### src/rtl/key_event_if.sv
// Event handshake between the key event generator and its consumer.
interface key_event_if;
    logic       ev_valid;
    logic       ev_ready;
    logic [1:0] ev_code;

    modport master (
        output ev_valid,
        output ev_code,
        input  ev_ready
    );

    modport slave (
        input  ev_valid,
        input  ev_code,
        output ev_ready
    );
endinterface

### src/rtl/key_event.sv
// Key press / release / long-press / auto-repeat event generator with a
// single-entry event register and sticky overflow flag.
module key_event #(
    parameter int unsigned TICK_DIV     = 100000,
    parameter int unsigned LONG_TICKS   = 1000,
    parameter int unsigned REPEAT_TICKS = 200
) (
    input  logic            clk,
    input  logic            clr_n,
    input  logic            i,
    input  logic            ovf_clr,
    key_event_if.master     ev,
    output logic            held,
    output logic            ovf
);

    localparam int unsigned DIV_W = $clog2(TICK_DIV);
    localparam int unsigned CNT_W = 16;

    localparam logic [1:0] EV_PRESS   = 2'b00;
    localparam logic [1:0] EV_RELEASE = 2'b01;
    localparam logic [1:0] EV_LONG    = 2'b10;
    localparam logic [1:0] EV_REPEAT  = 2'b11;

    typedef enum logic [1:0] {
        ST_IDLE    = 2'd0,
        ST_PRESSED = 2'd1,
        ST_HELD    = 2'd2
    } state_t;

    state_t             state;
    state_t             state_next;
    logic               s1;
    logic               s2;
    logic               s3;
    logic               rise;
    logic               fall;
    logic [DIV_W-1:0]   div;
    logic               tick;
    logic [CNT_W-1:0]   cnt;
    logic [CNT_W-1:0]   cnt_next;
    logic [CNT_W:0]     cnt_inc;
    logic               gen;
    logic [1:0]         gen_code;
    logic               div_restart;

    assign rise    = s2 & ~s3;
    assign fall    = ~s2 & s3;
    assign tick    = (div == DIV_W'(TICK_DIV - 1));
    assign cnt_inc = (CNT_W + 1)'(cnt) + (CNT_W + 1)'(1);

    // Synchronize the key level and keep one cycle of history for edges.
    always_ff @(posedge clk) begin
        if (!clr_n) begin
            s1 <= 1'b0;
            s2 <= 1'b0;
            s3 <= 1'b0;
        end else begin
            s1 <= i;
            s2 <= s1;
            s3 <= s2;
        end
    end

    // Tick divider; realigned to the press so tick k lands k*TICK_DIV after it.
    always_ff @(posedge clk) begin
        if (!clr_n) begin
            div <= '0;
        end else if (div_restart || tick) begin
            div <= '0;
        end else begin
            div <= div + DIV_W'(1);
        end
    end

    // State register, hold counter and registered held flag.
    always_ff @(posedge clk) begin
        if (!clr_n) begin
            state <= ST_IDLE;
            cnt   <= '0;
            held  <= 1'b0;
        end else begin
            state <= state_next;
            cnt   <= cnt_next;
            held  <= (state_next != ST_IDLE);
        end
    end

    // Next-state logic; a release always wins over a coincident tick.
    always_comb begin
        state_next = state;
        unique case (state)
            ST_IDLE: begin
                if (rise) begin
                    state_next = ST_PRESSED;
                end
            end
            ST_PRESSED: begin
                if (fall) begin
                    state_next = ST_IDLE;
                end else if (tick && (cnt_inc == (CNT_W + 1)'(LONG_TICKS))) begin
                    state_next = ST_HELD;
                end
            end
            ST_HELD: begin
                if (fall) begin
                    state_next = ST_IDLE;
                end
            end
            default: state_next = ST_IDLE;
        endcase
    end

    // Event generation, hold counter update and divider realignment.
    always_comb begin
        gen         = 1'b0;
        gen_code    = EV_PRESS;
        cnt_next    = cnt;
        div_restart = 1'b0;
        unique case (state)
            ST_IDLE: begin
                if (rise) begin
                    gen         = 1'b1;
                    gen_code    = EV_PRESS;
                    cnt_next    = '0;
                    div_restart = 1'b1;
                end
            end
            ST_PRESSED: begin
                if (fall) begin
                    gen      = 1'b1;
                    gen_code = EV_RELEASE;
                end else if (tick) begin
                    if (cnt_inc == (CNT_W + 1)'(LONG_TICKS)) begin
                        gen      = 1'b1;
                        gen_code = EV_LONG;
                        cnt_next = '0;
                    end else begin
                        cnt_next = cnt_inc[CNT_W-1:0];
                    end
                end
            end
            ST_HELD: begin
                if (fall) begin
                    gen      = 1'b1;
                    gen_code = EV_RELEASE;
                end else if (tick) begin
                    if (cnt_inc == (CNT_W + 1)'(REPEAT_TICKS)) begin
                        gen      = 1'b1;
                        gen_code = EV_REPEAT;
                        cnt_next = '0;
                    end else begin
                        cnt_next = cnt_inc[CNT_W-1:0];
                    end
                end
            end
            default: begin
                cnt_next = '0;
            end
        endcase
    end

    // Single-entry event register; a blocked event is dropped and flagged.
    always_ff @(posedge clk) begin
        if (!clr_n) begin
            ev.ev_valid <= 1'b0;
            ev.ev_code  <= 2'b00;
            ovf         <= 1'b0;
        end else begin
            if (gen && (!ev.ev_valid || ev.ev_ready)) begin
                ev.ev_valid <= 1'b1;
                ev.ev_code  <= gen_code;
            end else if (ev.ev_valid && ev.ev_ready) begin
                ev.ev_valid <= 1'b0;
            end
            if (gen && ev.ev_valid && !ev.ev_ready) begin
                ovf <= 1'b1;
            end else if (ovf_clr) begin
                ovf <= 1'b0;
            end
        end
    end

endmodule

### src/flat_wrapper.sv
// flat-port wrapper written by rule: the top's interface ports become plain ports
module key_event_flat 
#(
    parameter int unsigned TICK_DIV     = 100000,
    parameter int unsigned LONG_TICKS   = 1000,
    parameter int unsigned REPEAT_TICKS = 200
)
  (clk, clr_n, i, ovf_clr, held, ovf, ev_ev_valid, ev_ev_code, ev_ev_ready);
  key_event_if ev_i ();
  input  logic clk;
  input  logic clr_n;
  input  logic i;
  input  logic ovf_clr;
  output logic held;
  output logic ovf;
  output wire logic [$bits(ev_i.ev_valid)-1:0] ev_ev_valid;
  output wire logic [$bits(ev_i.ev_code)-1:0] ev_ev_code;
  input wire logic [$bits(ev_i.ev_ready)-1:0] ev_ev_ready;
  assign ev_ev_valid = ev_i.ev_valid;
  assign ev_ev_code = ev_i.ev_code;
  assign ev_i.ev_ready = ev_ev_ready;
  key_event #(.TICK_DIV(TICK_DIV), .LONG_TICKS(LONG_TICKS), .REPEAT_TICKS(REPEAT_TICKS)) u_core (.clk(clk), .clr_n(clr_n), .i(i), .ovf_clr(ovf_clr), .ev(ev_i), .held(held), .ovf(ovf));
endmodule
### config.mk
export PLATFORM = sky130hd
export DESIGN_NAME = key_event_flat
export DESIGN_NICKNAME = d
export VERILOG_FILES = /design/src/rtl/key_event_if.sv /design/src/rtl/key_event.sv /design/src/flat_wrapper.sv
export SDC_FILE = /design/constraint.sdc
export NUM_CORES = 1
export LEC_CHECK = 0
export ABC_AREA = 1
export CAP_MARGIN = 25
export CORE_ASPECT_RATIO = 0.6
export CORE_MARGIN = 5
export CORE_UTILIZATION = 65
export CTS_CLUSTER_SIZE = 10
export DETAILED_ROUTE_END_ITERATION = 8
export PLACE_DENSITY_LB_ADDON = 0.1
export SETUP_SLACK_MARGIN = 0.3
export SYNTH_ARGS = -nofsm -noshare
export SYNTH_HDL_FRONTEND = slang
export SYNTH_SLANG_ARGS = --single-unit
### constraint.sdc
create_clock -name clk -period 5.7 [get_ports clk]
set_clock_uncertainty 0.15 [all_clocks]
set_input_delay 0.57 -clock clk [delete_from_list [all_inputs] [get_ports clk]]
set_output_delay 0.57 -clock clk [all_outputs]
set_load 0.05 [all_outputs]
==> impl_metrics.yaml <==
place:
  dp_hpwl_mm: 4.17
  port_buffers: 9
  weighted_congestion_reported_at_the_end_of_routability_driven_placement: 0.877
  post-place-cells: 423
setup_path:
  required_ns: 5.76
  critical_path_arrival_ns: 2.97
  criticalPathCategory: "reg -> reg"
  critPathCaptureType: "flop"
  path_max_fanout: 17
  startpoint_type: "flop"
die:
  die-height_um: 57.4
  floorplan.initialDensity_pct: 67.0
  coreArea_sq_um: 3640
  io_pins: 10
  floorplan.die_area_sq_um: 5120
  rows: 17
  die_width_um: 89.1
timing:
  maxSlewHeadroom_pct: 52.4
  timing_worst_slew_pin_value_ns: 0.714
  final.min_clock_period_ns: 2.91
  final_max_slew_viol_count: 0
  clock.fmax_ghz: 0.343
  unrepaired_setup_endpoints_after_global_routing: "false"
  setup-tns-final_ns: 0
  min_period_over_period_pct: 51.1
  finalHoldViolCount: 0
  finalSetupViolCount: 0
synth:
  synth_cells: 373
  postSynthRegisterBits: 43
  ys.warnings.count: 0
  synth.largest_area_cell: "dfxtp_1"
  syn_avg_cell_area_sq_um: 6.54
  synth.top_cell.area_share_pct: 35.3
  synth.area.top_cells: "dfxtp_1, nand2_1, inv_1, nand3_1, a21oi_1"
  synthDistinctLibCells: 28
  synth_fp_nets: 385
  syn-cell-area_sq_um: 2440
  yosysSeqAreaShare_pct: 35.3
grt:
  gr-usage-all-layers_pct: 23.5
  antenna_found_initial: 0
  grt_max_degree: 19
  grt.overflow.total: 0
  grt_pass1_vias: 2096
  wire_length_of_the_first_global_routing_pass_mm: 9.58
cells_and_area:
  drive_gt1_share_pct: 5.74
  layout-area-overhead-vs-synth_pct: 9.34
  fillers: 312
  antenna_cells_inserted: 0
  layoutNonFillerInstCount: 430
  final_net_count: 395
clock_network:
  clock_tree.root_cell: "clkbuf_8"
  numClockSinks: 43
  buffers_from_clock_root_to_sink_at_most: 2
  worst_setup_hold_path_clk_slew_ns: 0.08
  cts_resized: 0
  cts_hold_buf: 0
  clk-insertion-delay-late_ns: 0.30
  cts_buffers: 5
  cts-htree-levels: 2
  postCtsSetupRepairBufs: 0
  cts_tree: "built"
power:
  p_leak_nw: 1.01
  finalPower_w: 0.000583
  power.density_cell_area_nw_per_um2: 219
  worst_ir_drop_vdd_mv: 0.164
run:
  drv_cap: 0
detailed_routing:
  vias_per_cell: 5.66
  route.detailed.drc: 0
  drt_iter0_drc: 276
  dr.pass1.iters: 6
  num_vias: 2433
  drt-wirelength-per-cell_um: 13.2
  route.final.wire_length_mm: 5.67
  antenna_nets_post_route: 0
status:
  status: "completed"
worst_hold_path:
  hold_class: "reg -> reg"
## layout make-up
class                   count  area [sq um]  area share [%]
clock buffers               5          68.8            2.58
clock inverters             2          37.5            1.41
inverters                  58           218            8.17
multi-input cells         266          1330            50.0
flip-flops and latches     43           861            32.3
well taps                  47          58.8            2.21
repair buffers              9          90.1            3.38
## metal layers
| metal | GRT usage (%) | share of wire, % | vias to the layer above |
|---|---|---|---|
| li1 | - | - | 1237 |
| met1 | 38.0 | 51 | 1084 |
| met2 | 30.0 | 38 | 103 |
| met3 | 5.48 | 9.5 | 9 |
| met4 | 6.79 | 0.90 | 0 |
| met5 | 0 | 0 | - |
## state kept, by name, indices dropped and copies added (netlist names)
name                cells
u_core.cnt             16
u_core.div             17
u_core.ev.ev_code       2
u_core.ev.ev_valid      1
u_core.held             1
u_core.ovf              1
u_core.s1               1
u_core.s2               1
u_core.s3               1
u_core.state            2
## path summary, 6_finish.rpt
kind	cells after the start	slack, ns	endpoint	start
worst max register to register	9	2.79	u_core.cnt[8]$_SDFFE_PN0P_	u_core.div[0]$_SDFF_PP0_
worst max-delay path	9	2.79	u_core.cnt[8]$_SDFFE_PN0P_	u_core.div[0]$_SDFF_PP0_
worst min-delay path	2	0.27	u_core.s2$_SDFF_PN0_	u_core.s1$_SDFF_PN0_
worst min register to register	2	0.27	u_core.s2$_SDFF_PN0_	u_core.s1$_SDFF_PN0_
## cell families (layout without fill, tap and decap cells)
group,Yosys count,in the layout,synth area share (%)
AO/OA/AOI/OAI,45,45,9.65
XOR/XNOR,3,3,1.08
buffers and inverters,64,74,10.1
flip-flops,43,43,35.3
AND/OR/NAND/NOR,211,211,40.3
adder cells (fa/ha/maj),7,7,3.59
## cells in the mapped netlist, drive strengths merged
master,count
nand2,89
inv,57
nor2,48
dfxtp,43
nand3,37
a21oi,32
nand4,17
nor3,11
o21ai,9
ha,7
nor4,5
clkbuf,4
nand3b,3
buf,2
xnor2,2
a211oi,1
and3,1
clkinv,1
o211ai,1
o21a,1
o21bai,1
xor2,1
## power breakdown
| group | internal [W] | switching, W | leakage [nW] |
|---|---|---|---|
| clock | 0.000128 | 0.000106 | 0.0502 |
| sequential | 0.000305 | 0.00000340 | 0.348 |
| combinational | 0.0000123 | 0.0000285 | 0.612 |
## stage by stage
| stage | area, sq um | util [%] | hold WS [ns] | worst slack [ns] |
|---|---|---|---|---|
| detailed placement | 2560 | 70.4 | 0.256 | 2.86 |
| floorplan | 2440 | - | 0.240 | 3.58 |
| global route | 2670 | 73.3 | 0.303 | 2.51 |
| global placement | 2560 | 70.4 | 0.247 | 2.96 |
| finish | 2670 | 73.3 | 0.274 | 2.79 |
| CTS | 2670 | 73.3 | 0.276 | 2.83 |
## worst max-delay path, cell delays in order, from the launching register on
cell     delay, ns
dfxtp_1       0.38
ha_1          0.20
nand3_1       0.15
nor2_1        0.20
nand4_1       0.19
o21ai_1       0.12
nand2_1       0.38
nor2_2        0.71
nand3_1       0.15
a21oi_1       0.18
## cells in the final DEF (no fill, tap or decap)
cell type	count
nand4_1	17
o21ai_0	8
bufinv_16	1
a211oi_1	1
nor3_1	11
clkinv_1	1
o211ai_1	1
nand2_2	5
nand3_1	35
o21bai_1	1
nand3b_1	3
clkdlybuf4s50_1	9
and3_1	1
nand2_1	84
o21a_1	1
inv_1	57
dfxtp_1	43
nor4_1	5
xor2_1	1
o21ai_1	1
ha_1	7
nand3_2	2
clkinvlp_4	1
nor2_2	4
clkbuf_8	5
nor2_1	40
a21oi_1	32
nor2_4	4
xnor2_1	2
Note: power is estimated with default switching activity, not from simulation.
